## config.mk

```make
export PLATFORM = sky130hd
export DESIGN_NAME = dacx_multich_driver
export DESIGN_NICKNAME = d
export VERILOG_FILES = /design/src/rtl/dacx_multich_driver.sv
export SDC_FILE = /design/constraint.sdc
export NUM_CORES = 1
export LEC_CHECK = 0
export ABC_CLOCK_PERIOD_IN_PS = 3400
export BUFFER_PORTS_ARGS = -buffer_cell sky130_fd_sc_hd__buf_2
export CAP_MARGIN = 20
export CORE_MARGIN = 4
export CORE_UTILIZATION = 50
export DETAILED_ROUTE_END_ITERATION = 10
export PLACE_DENSITY_LB_ADDON = 0.15
export SLEW_MARGIN = 5
export SYNTH_ARGS = -nofsm -noshare
export SYNTH_HDL_FRONTEND = slang
export SYNTH_SLANG_ARGS = --single-unit
```

## constraint.sdc

```tcl
create_clock -name clk100mhz -period 3.4 [get_ports clk100mhz]
set_clock_uncertainty 0.05 [all_clocks]
set_input_delay 1.02 -clock clk100mhz [delete_from_list [all_inputs] [get_ports clk100mhz]]
set_output_delay 1.02 -clock clk100mhz [all_outputs]
set_load 0.02 [all_outputs]
```

## src/rtl/dacx_multich_driver.sv

```systemverilog
// dacx_multich_driver: SPI driver for DACx0004-family DACs with config replay and masked multi-channel frames
// Ports:
//   clk100mhz, rst        system clock, synchronous active-high reset
//   i_enable              starts the configuration replay from IDLE (sampled only in IDLE)
//   i_cfg_words           N_CFG 32-bit configuration words, word k at [32k+31:32k], sent in ascending k
//   i_data, i_ch_mask     frame samples (channel c at [c*DATA_W +: DATA_W]) and per-channel write enables
//   i_frame_valid/o_frame_ready  frame handshake
//   o_cfg_done            sticky flag once the configuration list has been sent
//   o_busy                high outside IDLE and WAIT_FRAME
//   o_sdo, o_sck, o_cs, o_nldac  DAC pins (SCK idles high, CS and LDAC active-low)
// Optional feature macro: DACX_LDAC_SYNC_EN -- channel writes only load the input buffers and a
// single 8-cycle LDAC pulse after the frame updates all channels together.
module dacx_multich_driver #(
    parameter int N_CH    = 4,
    parameter int DATA_W  = 16,
    parameter int SCK_DIV = 2,
    parameter int N_CFG   = 6,
    parameter int CS_GAP  = 32
) (
    input  logic                   clk100mhz,
    input  logic                   rst,
    input  logic                   i_enable,
    input  logic [32*N_CFG-1:0]    i_cfg_words,
    input  logic [N_CH*DATA_W-1:0] i_data,
    input  logic [N_CH-1:0]        i_ch_mask,
    input  logic                   i_frame_valid,
    output logic                   o_frame_ready,
    output logic                   o_cfg_done,
    output logic                   o_busy,
    output logic                   o_sdo,
    output logic                   o_sck,
    output logic                   o_cs,
    output logic                   o_nldac
);
`ifdef DACX_LDAC_SYNC_EN
    localparam logic [3:0] CMD     = 4'b0000;
    localparam bit         LDAC_EN = 1'b1;
`else
    localparam logic [3:0] CMD     = 4'b0011;
    localparam bit         LDAC_EN = 1'b0;
`endif
    localparam int LDAC_LEN = 8;
    // Two lead-in SCK-high halves followed by a low and a high half per bit.
    localparam int HALVES   = 66;
    localparam int T_A      = CS_GAP > SCK_DIV ? CS_GAP : SCK_DIV;
    localparam int T_MAX    = T_A > LDAC_LEN ? T_A : LDAC_LEN;
    localparam int TW       = $clog2(T_MAX + 1);

    typedef enum logic [2:0] {
        IDLE, CFG_SEND, CFG_GAP, WAIT_FRAME, CH_SEND, CH_GAP, LDAC_PULSE
    } state_t;

    state_t                  state, state_nx;
    logic [TW-1:0]           tick;
    logic [6:0]              half;
    logic [2:0]              k;
    logic [31:0]             sh;
    logic                    pend;
    logic [N_CH-1:0]         rem;
    logic [N_CH*DATA_W-1:0]  data_q;
    logic                    cfg_done;

    logic                    sending, send_end, gap_end, ldac_end, half_end;
    logic [3:0]              nxt_ch;
    logic [DATA_W-1:0]       sample;
    logic [15:0]             just;
    logic [31:0]             ch_word, cfg_word;
    logic [2:0]              k_nx;
    logic [N_CH-1:0]         ch_bit;

    assign sending  = state == CFG_SEND || state == CH_SEND;
    assign half_end = tick == TW'(SCK_DIV - 1);
    assign send_end = sending && half == 7'(HALVES - 1) && half_end;
    assign gap_end  = tick == TW'(CS_GAP - 1);
    assign ldac_end = tick == TW'(LDAC_LEN - 1);

    // Lowest channel still pending in the captured mask.
    always_comb begin
        nxt_ch = '0;
        for (int i = N_CH - 1; i >= 0; i--)
            if (rem[i]) nxt_ch = 4'(i);
    end

    always_comb begin
        sample   = data_q[int'(nxt_ch) * DATA_W +: DATA_W];
        just     = 16'(sample) << (16 - DATA_W);
        ch_word  = {4'b0000, CMD, nxt_ch, just, 4'b0000};
        ch_bit   = N_CH'(1) << nxt_ch;
        k_nx     = state == CFG_GAP ? k + 3'd1 : k;
        cfg_word = i_cfg_words[int'(k_nx) * 32 +: 32];
    end

    always_ff @(posedge clk100mhz)
        state <= rst ? IDLE : state_nx;

    always_comb begin
        state_nx = state;
        case (state)
            IDLE:       if (i_enable) state_nx = CFG_SEND;
            CFG_SEND:   if (send_end) state_nx = CFG_GAP;
            CFG_GAP:    if (gap_end) state_nx = k < 3'(N_CFG - 1) ? CFG_SEND : WAIT_FRAME;
            WAIT_FRAME: if (pend && rem != '0) state_nx = CH_SEND;
            CH_SEND:    if (send_end) state_nx = CH_GAP;
            CH_GAP:     if (gap_end) state_nx = rem != '0 ? CH_SEND : (LDAC_EN ? LDAC_PULSE : WAIT_FRAME);
            LDAC_PULSE: if (ldac_end) state_nx = WAIT_FRAME;
            default:    state_nx = IDLE;
        endcase
    end

    always_comb begin
        o_cs          = !sending;
        o_sck         = !(sending && half >= 7'd2 && !half[0]);
        o_sdo         = sh[31];
        o_nldac       = state != LDAC_PULSE;
        o_frame_ready = state == WAIT_FRAME && !pend;
        o_busy        = state != IDLE && state != WAIT_FRAME;
        o_cfg_done    = cfg_done;
    end

    always_ff @(posedge clk100mhz) begin
        if (rst) begin
            tick     <= '0;
            half     <= '0;
            k        <= '0;
            sh       <= '0;
            pend     <= 1'b0;
            rem      <= '0;
            data_q   <= '0;
            cfg_done <= 1'b0;
        end else begin
            if (state_nx != state) begin
                tick <= '0;
                half <= '0;
            end else if (sending && half_end) begin
                tick <= '0;
                half <= half + 1'b1;
            end else begin
                tick <= tick + 1'b1;
            end
            // The pend cycle after an accept selects the first channel, giving the 2-cycle accept-to-CS latency.
            if (o_frame_ready && i_frame_valid) begin
                pend   <= 1'b1;
                data_q <= i_data;
                rem    <= i_ch_mask;
            end else begin
                pend <= 1'b0;
            end
            if (state_nx == CFG_SEND && state != CFG_SEND) begin
                sh <= cfg_word;
                k  <= k_nx;
            end else if (state_nx == CH_SEND && state != CH_SEND) begin
                sh  <= ch_word;
                rem <= rem & ~ch_bit;
            end else if (sending && half_end && half >= 7'd2 && !half[0]) begin
                // Advance on the cycle SCK returns high so data is stable across every falling edge.
                sh <= sh << 1;
            end
            if (state == CFG_GAP && state_nx == WAIT_FRAME) cfg_done <= 1'b1;
        end
    end
endmodule

```

# == After elaboration in Yosys (flattened, before gate mapping) ==
# Index checks and enable logic that the tools add are counted.
# op_classes
bitwise,2
shift,3
n_eq_ne,18
n_reduce_logical,25
n_addsub,3
n_lt_le_gt_ge,2
n_mux,22
# op_table
op,n
$shiftx A192 B9 Y32,1
$mux W32,3
$shiftx A64 B9 Y16,1
$mux W3,9
$pmux W3 S7,1
$mux W4,4
$logic_and A1 B1 Y1,14
$eq A3 B3 Y1 const B,4
$eq A3 B2 Y1 const B,3
$mux W2,4
$add A7 B1 Y7 const B,1
$eq A7 B7 Y1 const B,1
$ge A7 B2 Y1 const B,1
$add A6 B1 Y6 const B,1
$eq A3 B1 Y1 const B,2
$eq A6 B1 Y1 const B,1
$eq A6 B3 Y1 const B,1
$eq A6 B5 Y1 const B,1
$ne A3 B3 Y1 const B,2
$reduce_bool A3 Y1,2
$and A4 B4 Y4,1
$logic_not A1 Y1,4
$not A4 Y4,1
$reduce_bool A4 Y1,1
other kinds (11),11
# totals
wordCells,84
ff_bits,121
in_bits,264
out_inout_bits,7

# == Longest topological paths before layout ==
# logic_depth
word_depth,10
depth_mapped,11
depth_no_buf,9

# == Worst setup path before layout ==
# OpenSTA, ideal clock, no wires.
# synth_path
path_type,input-to-reg
startpoint,in i_enable
endpoint,reg sh[20]
n_path_buf,1
setup_slack_ns,0.714
stages,7
arrival_ns,2.549
path_cell_list,nor3b_1 o21bai_1 o2111ai_1 nor3_1 clkbuf_1 a2bb2oi_1 a221oi_2
# synth_between
elab_chain_len,6
word_cells_on_any_way,9
# synth_lines
element,line_no,text
from (decl),22,"input logic i_enable,"
$mux W3 (*),99,IDLE: if (i_enable) state_nx = CFG_SEND;
$pmux W3 S7 (*),98,case (state)
$eq A3 B3 Y1,151,end else if (state_nx == CH_SEND && state != CH_SEND) begin
$logic_and A1 B1 Y1,151,
$mux W32,151,
$mux W32,148,if (state_nx == CFG_SEND && state != CFG_SEND) begin
to (signal assigned),149,sh <= cfg_word;
to (signal assigned),152,sh <= ch_word;
to (signal assigned),156,sh <= sh << 1;
to (decl),57,logic [31:0] sh;
# Mark *: on every way between the ends. The rest lies on a longest branch, timed or not.
# A chain may end at the register's enable or synchronous reset.

# == Worst setup path after layout ==
# layout_path
startpoint,reg half[1]
endpoint,reg sh[10]
# layout_between
elab_chain_len,9
word_cells_on_any_way,16
# layout_lines
element,line_no,text
from (decl),55,logic [6:0] half;
from (signal assigned),136,half <= half + 1'b1;
$eq A7 B7 Y1,73,assign send_end = sending && half == 7'(HALVES - 1) && half_end;
$logic_and A1 B1 Y1 (2 in series),73,
"$mux W3, on equally long branches","103, 100",
$pmux W3 S7,98,
$eq A3 B3 Y1,151,
$logic_and A1 B1 Y1,151,
$mux W32,151,
$mux W32,148,
# Parallel ways exist; a longest one is shown, timed or not.

==> summary.txt <==
Yosys
  • Count of unique library cells instantiated by Yosys: 57
  • Sequential cell area fraction in the yosys report: 34.5%
  • Avg Cell Area, Syn: 7.84 sq um
  • Share of async-settable or async-resettable flops after synthesis: 0%
  • Number of flops mapped to enable cells by yosys: 0
  • Number of warnings issued by yosys: 0
  • Number of instances in the synthesized netlist: between 800 and 900
  • Cell taking the most area after synthesis: sky130_fd_sc_hd__dfxtp_1
  • Proportion of netlist area held by the largest area contributor: 34.5%
  • Net count after synthesis: 1166
  • Number of synthesized register bits: 121
  • Dominant cells by area after synthesis: sky130_fd_sc_hd__dfxtp_1 34%, sky130_fd_sc_hd__nand2_1 13%, sky130_fd_sc_hd__a21oi_1 8.4%, sky130_fd_sc_hd__mux4_2 5.8%, sky130_fd_sc_hd__mux2_2 2.9%
  • Netlist area before placement: 0.00702 sq mm
  • Predominant post-synthesis flop cell: sky130_fd_sc_hd__dfxtp_1

Cells and area
  • Layout cells sized above 1: 35.0%
  • Most common library cell in the layout ignoring fill and taps: sky130_fd_sc_hd__buf_2
  • Final cell count without fillers: 1323
  • Total of fill cells in the finished design: 1223
  • Relative area change from synthesis to final layout: 29.2%
  • Commonest cells after routing, fill and taps aside: 269 x sky130_fd_sc_hd__buf_2, 251 x sky130_fd_sc_hd__nand2_1, 121 x sky130_fd_sc_hd__dfxtp_1
  • Ant diodes: 0
  • Net total in the final layout: 1400

Detailed routing
  • Post-Route WL: 22600 microns
  • Detail-routed net length per standard cell: 17.1 microns
  • Via-to-Cell Ratio: 5.69
  • Drt pass-1 iters: 6
  • Antenna Nets Post-Route: 0
  • Via count: roughly 7500
  • DR iter-0 viols: 583
  • # DRC: 0

Clocking
  • Clock Path Buffers: 2
  • Clock H-tree levels: 4
  • Latest clock arrival within the worst-skew pair: between 0.4 and 0.5 ns
  • Clock root buffer: sky130_fd_sc_hd__clkbuf_16
  • Number of CTS-inserted buffers: 17
  • Post-CTS Setup Bufs: 0
  • TritonCTS clock tree: done
  • Post_cts resized: 0
  • Number of sinks driven by the clock tree: ~120
  • Clock slew seen by the registers of the worst setup and hold paths: roughly 0.06 ns
  • Number of buffers added to fix hold violations after cts: 0

Place
  • Input/output buffers: 270
  • Post-place setup slack: 0.381 ns
  • Post-DP HPWL: approximately 17000 microns
  • Number of cells in the design after placement: 1291
  • Weighted congestion reported at the end of routability-driven placement: 0.911

Timing
  • Transition time at the pin with the least slew margin: 0.747 ns
  • Post-layout minimum cycle time: 2.93 ns
  • Period utilisation layout: between 80% and 90%
  • Total count of max-transition violations in the final report: 0
  • Worst hold-check slack: between 0.4 and 0.5 ns
  • Hold Fails Final Rpt: 0
  • Least setup slack across all paths after layout: 0.469 ns
  • Headroom to the max-slew limit: 50.2%
  • Setup total negative slack: 0 ns
  • Highest clock rate: 341 MHz
  • Setup Viol. Count Final: 0
  • Setup repair after global routing missed its margin: no

Pwr
  • Areal power density over the cells: 417 mW/mm^2
  • Total design power: roughly 3.8 mW
  • Reported leakage power: roughly 3.7 nW
  • Max IR drop VDD: about 470 uV

Status
  • Outcome: finished clean

Global routing
  • Overflow left after global routing: 0
  • Pin count of the biggest net entering global routing: 57
  • Overall Global Routing Usage: between 20 and 30%
  • First-pass GRT wire length: 35200 microns
  • Antenna violations before repair: 0
  • Number of global-route vias before repair: 7051

Floorplan
  • CORE AREA: 0.0138 sq mm
  • Die area: 0.0160 sq mm
  • Horizontal extent of the die: about 130 microns
  • Num rows: 43
  • Top Ports: between 200 and 300
  • Die Ht: about 130 microns
  • Effective utilization at floorplan: between 50% and 60%

Worst setup path
  • Crit Path Max Fanout: 19
  • CP Data Arrival Time: 3.20 ns
  • Required time reported for the critical path endpoint: 3.66 ns
  • Setup crit end kind: flip-flop
  • Kind of start point of the critical path: flip-flop
  • Class of the most critical setup path: flip-flop to flip-flop

Min path
  • Min-Delay Path Class: flip-flop to flip-flop

Run
  • Max-cap violation count: 0
## cells in the mapped netlist (2+ instances only)
library cell	number
sky130_fd_sc_hd__a211oi_1	13
sky130_fd_sc_hd__a21oi_1	118
sky130_fd_sc_hd__a221oi_1	11
sky130_fd_sc_hd__a221oi_2	10
sky130_fd_sc_hd__a222oi_1	16
sky130_fd_sc_hd__a22oi_1	2
sky130_fd_sc_hd__a31oi_1	14
sky130_fd_sc_hd__and2_1	3
sky130_fd_sc_hd__and2_4	2
sky130_fd_sc_hd__and3_1	2
sky130_fd_sc_hd__buf_1	3
sky130_fd_sc_hd__buf_2	13
sky130_fd_sc_hd__buf_4	3
sky130_fd_sc_hd__buf_6	5
sky130_fd_sc_hd__clkbuf_1	53
sky130_fd_sc_hd__dfxtp_1	121
sky130_fd_sc_hd__ha_1	6
sky130_fd_sc_hd__inv_1	24
sky130_fd_sc_hd__mux2_2	18
sky130_fd_sc_hd__mux2i_1	8
sky130_fd_sc_hd__mux4_2	18
sky130_fd_sc_hd__nand2_1	252
sky130_fd_sc_hd__nand2b_1	5
sky130_fd_sc_hd__nand3_1	33
sky130_fd_sc_hd__nand4_1	5
sky130_fd_sc_hd__nor2_1	29
sky130_fd_sc_hd__nor2b_1	3
sky130_fd_sc_hd__nor3_1	6
sky130_fd_sc_hd__nor3b_1	3
sky130_fd_sc_hd__nor4_1	3
sky130_fd_sc_hd__o211ai_1	2
sky130_fd_sc_hd__o21a_1	2
sky130_fd_sc_hd__o21ai_0	20
sky130_fd_sc_hd__o21ai_1	3
sky130_fd_sc_hd__o221a_2	13
sky130_fd_sc_hd__o22a_1	17
sky130_fd_sc_hd__or3_1	3
sky130_fd_sc_hd__xnor2_1	8
sky130_fd_sc_hd__xor2_1	8
## layer usage
metal	vias to the layer above	share of wire, %	global-route usage (%)
met2	282	50	45.4
met4	0	2.8	9.59
met5	-	0	0
met1	3518	42	35.2
met3	53	5.5	5.01
li1	3672	-	-
## final cells by class
| type | count | area, sq um | area share, % |
|---|---|---|---|
| multi-input combinational | 674 | 4200 | 46.3 |
| tap | 180 | 225 | 2.48 |
| sequential | 121 | 2420 | 26.7 |
| timing repair buffer | 292 | 1560 | 17.2 |
| inverter | 24 | 90.1 | 0.993 |
| clock buffer | 18 | 439 | 4.84 |
| clock inverter | 14 | 136 | 1.50 |
## final timing paths
path | start | to | slack, ns | depth (start not counted)
max reg2reg | half[1] | sh[10] | 0.47 | 9
min reg2reg | data_q[29] | data_q[29] | 0.40 | 2
max | half[1] | sh[10] | 0.47 | 9
min | data_q[29] | data_q[29] | 0.40 | 2
## flip-flops by register name (all words and copies together) (netlist names)
register,cells
k,3
sh,32
tick,6
half,7
pend,1
state,3
o_cfg_done,1
data_q,64
rem,4
## power by group
group          leakage (nW)  internal (mW)  total (mW)  switching (mW)
Combinational          2.48          0.275       0.542           0.266
Sequential            0.982           1.47        1.51          0.0348
Clock                 0.280           1.04        1.73           0.692
## through the flow
step                cell area, sq um  utilization, %
detailed placement              8500            61.5
global placement                8500            61.5
finish                          9070            65.6
floorplan                       7020               -
CTS                             9070            65.6
global route                    9070            65.6
## critical path: stages (launching register included)
cell                        delay, ns
sky130_fd_sc_hd__dfxtp_1         0.43
sky130_fd_sc_hd__inv_1           0.10
sky130_fd_sc_hd__ha_1            0.19
sky130_fd_sc_hd__and2_1          0.15
sky130_fd_sc_hd__nand4_1         0.12
sky130_fd_sc_hd__mux2_2          0.36
sky130_fd_sc_hd__o2111ai_1       0.46
sky130_fd_sc_hd__nand2_2         0.40
sky130_fd_sc_hd__o22a_1          0.32
sky130_fd_sc_hd__a221oi_1        0.24
## cells by family after synthesis
logic type / synth area share, %
AOI/OAI and AO/OA: 24.4
xor gates and xnor gates: 2.00
adders and majority gates: 1.07
buffers and inverters: 6.33
DFF: 34.5
muxes: 10.0
and+or+nand+nor: 21.7
Note: power is estimated with default switching activity, not from simulation.
